### config.mk
export PLATFORM = sky130hd
export DESIGN_NAME = stream_demux_flat
export DESIGN_NICKNAME = d
export VERILOG_FILES = /design/src/rtl/stream_demux_if.sv /design/src/rtl/stream_demux.sv /design/src/flat_wrapper.sv
export SDC_FILE = /design/constraint.sdc
export NUM_CORES = 1
export LEC_CHECK = 0
export CORE_MARGIN = 1.5
export CORE_UTILIZATION = 30
export CTS_CLUSTER_DIAMETER = 40
export DETAILED_ROUTE_END_ITERATION = 12
export DONT_BUFFER_PORTS = 1
export PLACE_DENSITY = 0.45
export SLEW_MARGIN = 15
export SYNTH_ARGS = -nofsm -noshare
export SYNTH_HDL_FRONTEND = slang
export SYNTH_SLANG_ARGS = --single-unit
### constraint.sdc
create_clock -name clk -period 3 [get_ports clk]
set_input_delay 0.45 -clock clk [delete_from_list [all_inputs] [get_ports clk]]
set_output_delay 0.45 -clock clk [all_outputs]
set_load 0.005 [all_outputs]
### src/rtl/stream_demux_if.sv
// Stream demux bus: one valid/ready input stream and N valid/ready output lanes.
// The master side is the producer/consumers; the slave side is the demux itself.
interface stream_demux_if #(
    parameter int SEL_BITS   = 2,
    parameter int DATA_WIDTH = 8
);
    localparam int N = 1 << SEL_BITS;

    logic                    in_valid;
    logic                    in_ready;
    logic [SEL_BITS-1:0]     in_sel;
    logic [DATA_WIDTH-1:0]   in_data;
    logic [N-1:0]            out_valid;
    logic [N-1:0]            out_ready;
    logic [N*DATA_WIDTH-1:0] out_data;

    modport master (
        output in_valid, in_sel, in_data, out_ready,
        input  in_ready, out_valid, out_data
    );

    modport slave (
        input  in_valid, in_sel, in_data, out_ready,
        output in_ready, out_valid, out_data
    );
endinterface

### src/rtl/stream_demux.sv
// Registered 1-to-N stream demultiplexer with a 2-entry buffer per lane, so the
// input ready depends only on registered lane occupancy and in_sel.
module stream_demux #(
    parameter int SEL_BITS   = 2,
    parameter int DATA_WIDTH = 8
) (
    input  logic          clk,
    input  logic          rst,
    stream_demux_if.slave bus
);
    localparam int N = 1 << SEL_BITS;

    typedef enum logic [1:0] {
        EMPTY = 2'd0,
        ONE   = 2'd1,
        TWO   = 2'd2
    } lane_state_t;

    logic [N-1:0]            lane_full;
    logic [N-1:0]            lane_valid;
    logic [N-1:0]            lane_push;
    logic [N-1:0]            lane_pop;
    logic [N*DATA_WIDTH-1:0] lane_data;
    logic                    in_ready;
    logic                    push_en;

    // Ready never looks at out_ready: a full lane blocks even while it drains.
    assign in_ready      = !lane_full[bus.in_sel];
    assign push_en       = bus.in_valid && in_ready;
    assign bus.in_ready  = in_ready;
    assign bus.out_valid = lane_valid;
    assign bus.out_data  = lane_data;

    for (genvar i = 0; i < N; i++) begin : g_lane
        lane_state_t           state_q, state_d;
        logic [DATA_WIDTH-1:0] head_q, head_d;
        logic [DATA_WIDTH-1:0] tail_q, tail_d;

        assign lane_push[i] = push_en && (bus.in_sel == SEL_BITS'(i));
        assign lane_pop[i]  = (state_q != EMPTY) && bus.out_ready[i];

        always_ff @(posedge clk or negedge rst) begin
            if (!rst) begin
                state_q <= EMPTY;
                head_q  <= '0;
                tail_q  <= '0;
            end else begin
                state_q <= state_d;
                head_q  <= head_d;
                tail_q  <= tail_d;
            end
        end

        always_comb begin
            state_d = state_q;
            head_d  = head_q;
            tail_d  = tail_q;
            unique case (state_q)
                EMPTY: begin
                    if (lane_push[i]) begin
                        state_d = ONE;
                        head_d  = bus.in_data;
                    end
                end
                ONE: begin
                    // Push and pop together: new word replaces the head, no bubble.
                    if (lane_push[i] && lane_pop[i]) begin
                        head_d = bus.in_data;
                    end else if (lane_push[i]) begin
                        state_d = TWO;
                        tail_d  = bus.in_data;
                    end else if (lane_pop[i]) begin
                        state_d = EMPTY;
                    end
                end
                TWO: begin
                    if (lane_pop[i]) begin
                        state_d = ONE;
                        head_d  = tail_q;
                    end
                end
                default: state_d = EMPTY;
            endcase
        end

        assign lane_full[i]  = (state_q == TWO);
        assign lane_valid[i] = (state_q != EMPTY);
        assign lane_data[i*DATA_WIDTH +: DATA_WIDTH] = head_q;
    end
endmodule

### src/flat_wrapper.sv
// flat-port wrapper written by rule: the top's interface ports become plain ports
module stream_demux_flat 
#(
    parameter int SEL_BITS   = 2,
    parameter int DATA_WIDTH = 8
)
  (clk, rst, bus_in_valid, bus_in_sel, bus_in_data, bus_out_ready, bus_in_ready, bus_out_valid, bus_out_data);
  stream_demux_if #(.SEL_BITS(SEL_BITS), .DATA_WIDTH(DATA_WIDTH)) bus_i ();
  input  logic clk;
  input  logic rst;
  input wire logic [$bits(bus_i.in_valid)-1:0] bus_in_valid;
  input wire logic [$bits(bus_i.in_sel)-1:0] bus_in_sel;
  input wire logic [$bits(bus_i.in_data)-1:0] bus_in_data;
  input wire logic [$bits(bus_i.out_ready)-1:0] bus_out_ready;
  output wire logic [$bits(bus_i.in_ready)-1:0] bus_in_ready;
  output wire logic [$bits(bus_i.out_valid)-1:0] bus_out_valid;
  output wire logic [$bits(bus_i.out_data)-1:0] bus_out_data;
  assign bus_i.in_valid = bus_in_valid;
  assign bus_i.in_sel = bus_in_sel;
  assign bus_i.in_data = bus_in_data;
  assign bus_i.out_ready = bus_out_ready;
  assign bus_in_ready = bus_i.in_ready;
  assign bus_out_valid = bus_i.out_valid;
  assign bus_out_data = bus_i.out_data;
  stream_demux #(.SEL_BITS(SEL_BITS), .DATA_WIDTH(DATA_WIDTH)) u_core (.clk(clk), .rst(rst), .bus(bus_i));
endmodule
==> flow_metrics.env <==
export IMPL_number_of_instances_in_the_synthesized_netlist=228
export IMPL_synthesis_yosys_warnings=0
export IMPL_clock_tree_buffer_depth=2
export IMPL_area_overhead_of_the_layout_relative_to_synthesis_pct=13.9
export IMPL_critPathMaxFanout=10
export IMPL_dp_slack_ns=1.13
export IMPL_cellLeakagePower_nw=1.73
export IMPL_hold_slack_ns=-0.00961
export IMPL_drt_wirelength_per_cell_um=19.0
export IMPL_timing_fmax_mhz=452
export IMPL_drt_antenna_violating_nets=0
export IMPL_die_width_um=110
export IMPL_port_buffer_count=0
export IMPL_mappedNetlistArea_um2=3430
export IMPL_global_route_total_usage_across_every_layer_pct=13.5
export IMPL_routed_wl_um=7210
export IMPL_tightestPinTransition_ns=0.552
export IMPL_min_period_ns=2.21
export IMPL_finalHoldViolations=13
export IMPL_power_density_cell_area_nw_per_um2=729
export IMPL_ir_worst_vdd_uv=308
export IMPL_numCtsBuffers=9
export IMPL_antenna_cells=0
export IMPL_drt_vias_per_instance=4.73
export IMPL_cts_repair_resize_count=0
export IMPL_final_setup_viol_count=0
export IMPL_design_die_area_um2=12100
export IMPL_detailroute_via_count=1798
export IMPL_worst_endpoint_arrival_ns=1.76
export IMPL_ctsRootBufferMaster="sky130_fd_sc_hd__clkbuf_16"
export IMPL_fillCellCount=1062
export IMPL_antenna_found_initial=0
export IMPL_ys_ff_latch=72
export IMPL_synth_cell_types=25
export IMPL_maximum_single_stage_delay_on_the_critical_path_ns=0.54
export IMPL_floorplan_die_height_um=110
export IMPL_synth_seq_area_share_pct=52.6
export IMPL_syn_num_nets=245
export IMPL_fin_crit_sh_pct=73.7
export IMPL_pin_count_of_the_biggest_net_entering_global_routing=73
export IMPL_final_cells=380
export IMPL_dp_cells=363
export IMPL_clk_pin_slew_worst_paths_ns=0.06
export IMPL_cp_end_kind="output pin"
export IMPL_start_util_pct=31.2
export IMPL_boundaryPins=54
export IMPL_gp_routability_congestion=0.673
export IMPL_synth_edf_count=0
export IMPL_status="finished with violations"
export IMPL_final_setup_worst_slack_ns=0.789
export IMPL_number_of_levels_the_h_tree_was_split_into=3
export IMPL_cts_tree="built"
export IMPL_failed_checks="hold timing"
export IMPL_finalSetupTns_ns=0
export IMPL_cap_violations=0
export IMPL_drt_pass1_iterations=4
export IMPL_cp_slowest_cell="sky130_fd_sc_hd__mux4_1"
export IMPL_grt_pass1_vias=1967
export IMPL_fin_total_pwr_w=0.00285
export IMPL_worst_hold_path_type="in2async"
export IMPL_grt_overflow=0
export IMPL_final_max_tran_viols=0
export IMPL_worst_setup_path_class="reg2out"
export IMPL_dominantRegCellSynth="sky130_fd_sc_hd__dfrtp_1"
export IMPL_detail_route_drc_violations=0
export IMPL_nets=252
export IMPL_ys_async_sr_fraction_pct=100
export IMPL_core_area_um2=11000
export IMPL_insertion_delay_ns=0.33
export IMPL_skew_ns=0.00596
export IMPL_cts_sinks=72
export IMPL_required_ns=2.55
export IMPL_relative_slew_slack_pct=63.2
export IMPL_crit_path_cell_trace="nor2b_1 -> buf_4 -> mux4_1 -> inv_1"
export IMPL_worst_setup_path_start_kind="register"
export IMPL_dp_final_hpwl_um=4680
export IMPL_drt_iter0_drc=69
export IMPL_rsz0062_at_grt="no"
export IMPL_syn_area_per_cell_um2=15.0
export IMPL_first_pass_grt_wire_length_um=11500
export IMPL_placement_rows=38
export IMPL_drive_above_1_share_pct=52.1
[placed cells by master, fill, tap and decap left out]
| master | count |
|---|---|
| sky130_fd_sc_hd__buf_4 | 4 |
| sky130_fd_sc_hd__nand3_4 | 1 |
| sky130_fd_sc_hd__and4bb_2 | 1 |
| sky130_fd_sc_hd__clkbuf_16 | 9 |
| sky130_fd_sc_hd__nand3b_4 | 1 |
| sky130_fd_sc_hd__clkbuf_8 | 5 |
| sky130_fd_sc_hd__dfrtp_1 | 72 |
| sky130_fd_sc_hd__buf_16 | 1 |
| sky130_fd_sc_hd__a22o_1 | 2 |
| sky130_fd_sc_hd__o21ai_0 | 8 |
| sky130_fd_sc_hd__nand3b_1 | 3 |
| sky130_fd_sc_hd__inv_1 | 5 |
| sky130_fd_sc_hd__or2b_1 | 1 |
| sky130_fd_sc_hd__mux4_1 | 1 |
| sky130_fd_sc_hd__clkinvlp_4 | 1 |
| sky130_fd_sc_hd__xnor2_1 | 4 |
| sky130_fd_sc_hd__o31ai_4 | 2 |
| sky130_fd_sc_hd__nor3b_1 | 1 |
| sky130_fd_sc_hd__mux2_4 | 24 |
| sky130_fd_sc_hd__clkbuf_1 | 1 |
| sky130_fd_sc_hd__nand2_1 | 3 |
| sky130_fd_sc_hd__or2_2 | 4 |
| sky130_fd_sc_hd__mux2_2 | 72 |
| sky130_fd_sc_hd__nand2b_1 | 3 |
| sky130_fd_sc_hd__nor2b_1 | 7 |
| sky130_fd_sc_hd__nor4b_1 | 1 |
| sky130_fd_sc_hd__or3_1 | 3 |
[stage by stage]
stage | area [µm²] | utilization, %
final | 3910 | 35.6
after global routing | 3910 | 35.6
after CTS | 3910 | 35.6
after detailed placement | 3570 | 32.5
after global placement | 3570 | 32.5
after floorplan | 3430 | -
[Yosys cell counts (2+ instances only)]
library cell,number,area (µm²)
sky130_fd_sc_hd__a22o_1,2,17.5
sky130_fd_sc_hd__buf_6,3,33.8
sky130_fd_sc_hd__clkbuf_1,4,15.0
sky130_fd_sc_hd__dfrtp_1,72,1800
sky130_fd_sc_hd__inv_1,5,18.8
sky130_fd_sc_hd__mux2_2,72,811
sky130_fd_sc_hd__mux2_4,24,360
sky130_fd_sc_hd__nand2_1,3,11.3
sky130_fd_sc_hd__nand2b_1,3,18.8
sky130_fd_sc_hd__nand3b_1,3,22.5
sky130_fd_sc_hd__nor2b_1,7,43.8
sky130_fd_sc_hd__o21ai_0,8,40.0
sky130_fd_sc_hd__o31ai_4,2,42.5
sky130_fd_sc_hd__or2_2,4,25.0
sky130_fd_sc_hd__or3_1,3,18.8
sky130_fd_sc_hd__xnor2_1,4,35.0
[registers in the layout, summed over array words and instances, names as in the netlist]
name,cells
u_core.g_lane.head_q,32
u_core.g_lane.state_q,8
u_core.g_lane.tail_q,32
[metal layers]
layer / GRT usage [%] / vias up / share of wire (%)
met3: 5.33 / 12 / 7.1
li1: - / 827 / -
met2: 19.8 / 50 / 46
met5: 0 / - / 0
met1: 17.3 / 909 / 45
met4: 6.12 / 0 / 1.9
[critical path: cells and delay by family (launching register included)]
family | cells | cell delay, ns
simple gates | 1 | 0.16
buf+inv | 2 | 0.28
mux | 1 | 0.54
flops | 1 | 0.44
[repair_timing]
action | 4_1_cts | 5_1_grt
setup buffers | 0 | 0
hold buffers | 1 | 0
endpoints found under the hold margin | 72 | 0
[where the power goes]
| part | switching [W] | internal, W | leakage [nW] |
|---|---|---|---|
| sequential | 0.000161 | 0.00122 | 0.902 |
| clock | 0.000402 | 0.000674 | 0.148 |
| combinational | 0.000114 | 0.000277 | 0.678 |
| total | 0.000677 | 0.00217 | 1.73 |
[logic make-up after synthesis]
logic type / count (synthesis) / share of synthesized area (%)
xor gates and xnor gates: 4 / 1.02
buffers and inverters: 14 / 2.34
DFF: 72 / 52.6
AOI/OAI and AO/OA: 12 / 2.92
muxes: 97 / 34.9
and+or+nand+nor: 29 / 6.24
[path summary, 6_finish.rpt]
check,cells after the start,slack [ns],end,startpoint
min in group clk,1,0.22,u_core.g_lane[2].state_q[1]$_DFFE_PN0P_,bus_out_ready[2]
max in group asynchronous,1,2.68,u_core.g_lane[0].head_q[2]$_DFFE_PN0P_,rst
min reg2reg,1,0.50,u_core.g_lane[0].tail_q[0]$_DFFE_PN0P_,u_core.g_lane[0].tail_q[0]$_DFFE_PN0P_
min,1,-0.01,u_core.g_lane[2].head_q[7]$_DFFE_PN0P_,rst
max reg2reg,3,1.24,u_core.g_lane[1].head_q[7]$_DFFE_PN0P_,u_core.g_lane[1].state_q[1]$_DFFE_PN0P_
max,4,0.79,bus_in_ready,u_core.g_lane[2].state_q[1]$_DFFE_PN0P_
[final cells by class]
| cell class | instances | area (µm²) | area share [%] |
|---|---|---|---|
| Clock buffer | 15 | 298 | 7.63 |
| Clock inverter | 1 | 7.51 | 0.192 |
| Inverter | 5 | 18.8 | 0.481 |
| Multi-Input combinational cell | 142 | 1550 | 39.6 |
| Sequential cell | 72 | 1800 | 46.1 |
| Tap cell | 140 | 175 | 4.49 |
| Timing Repair Buffer | 5 | 57.6 | 1.47 |
(Power assumes the default switching activity.)
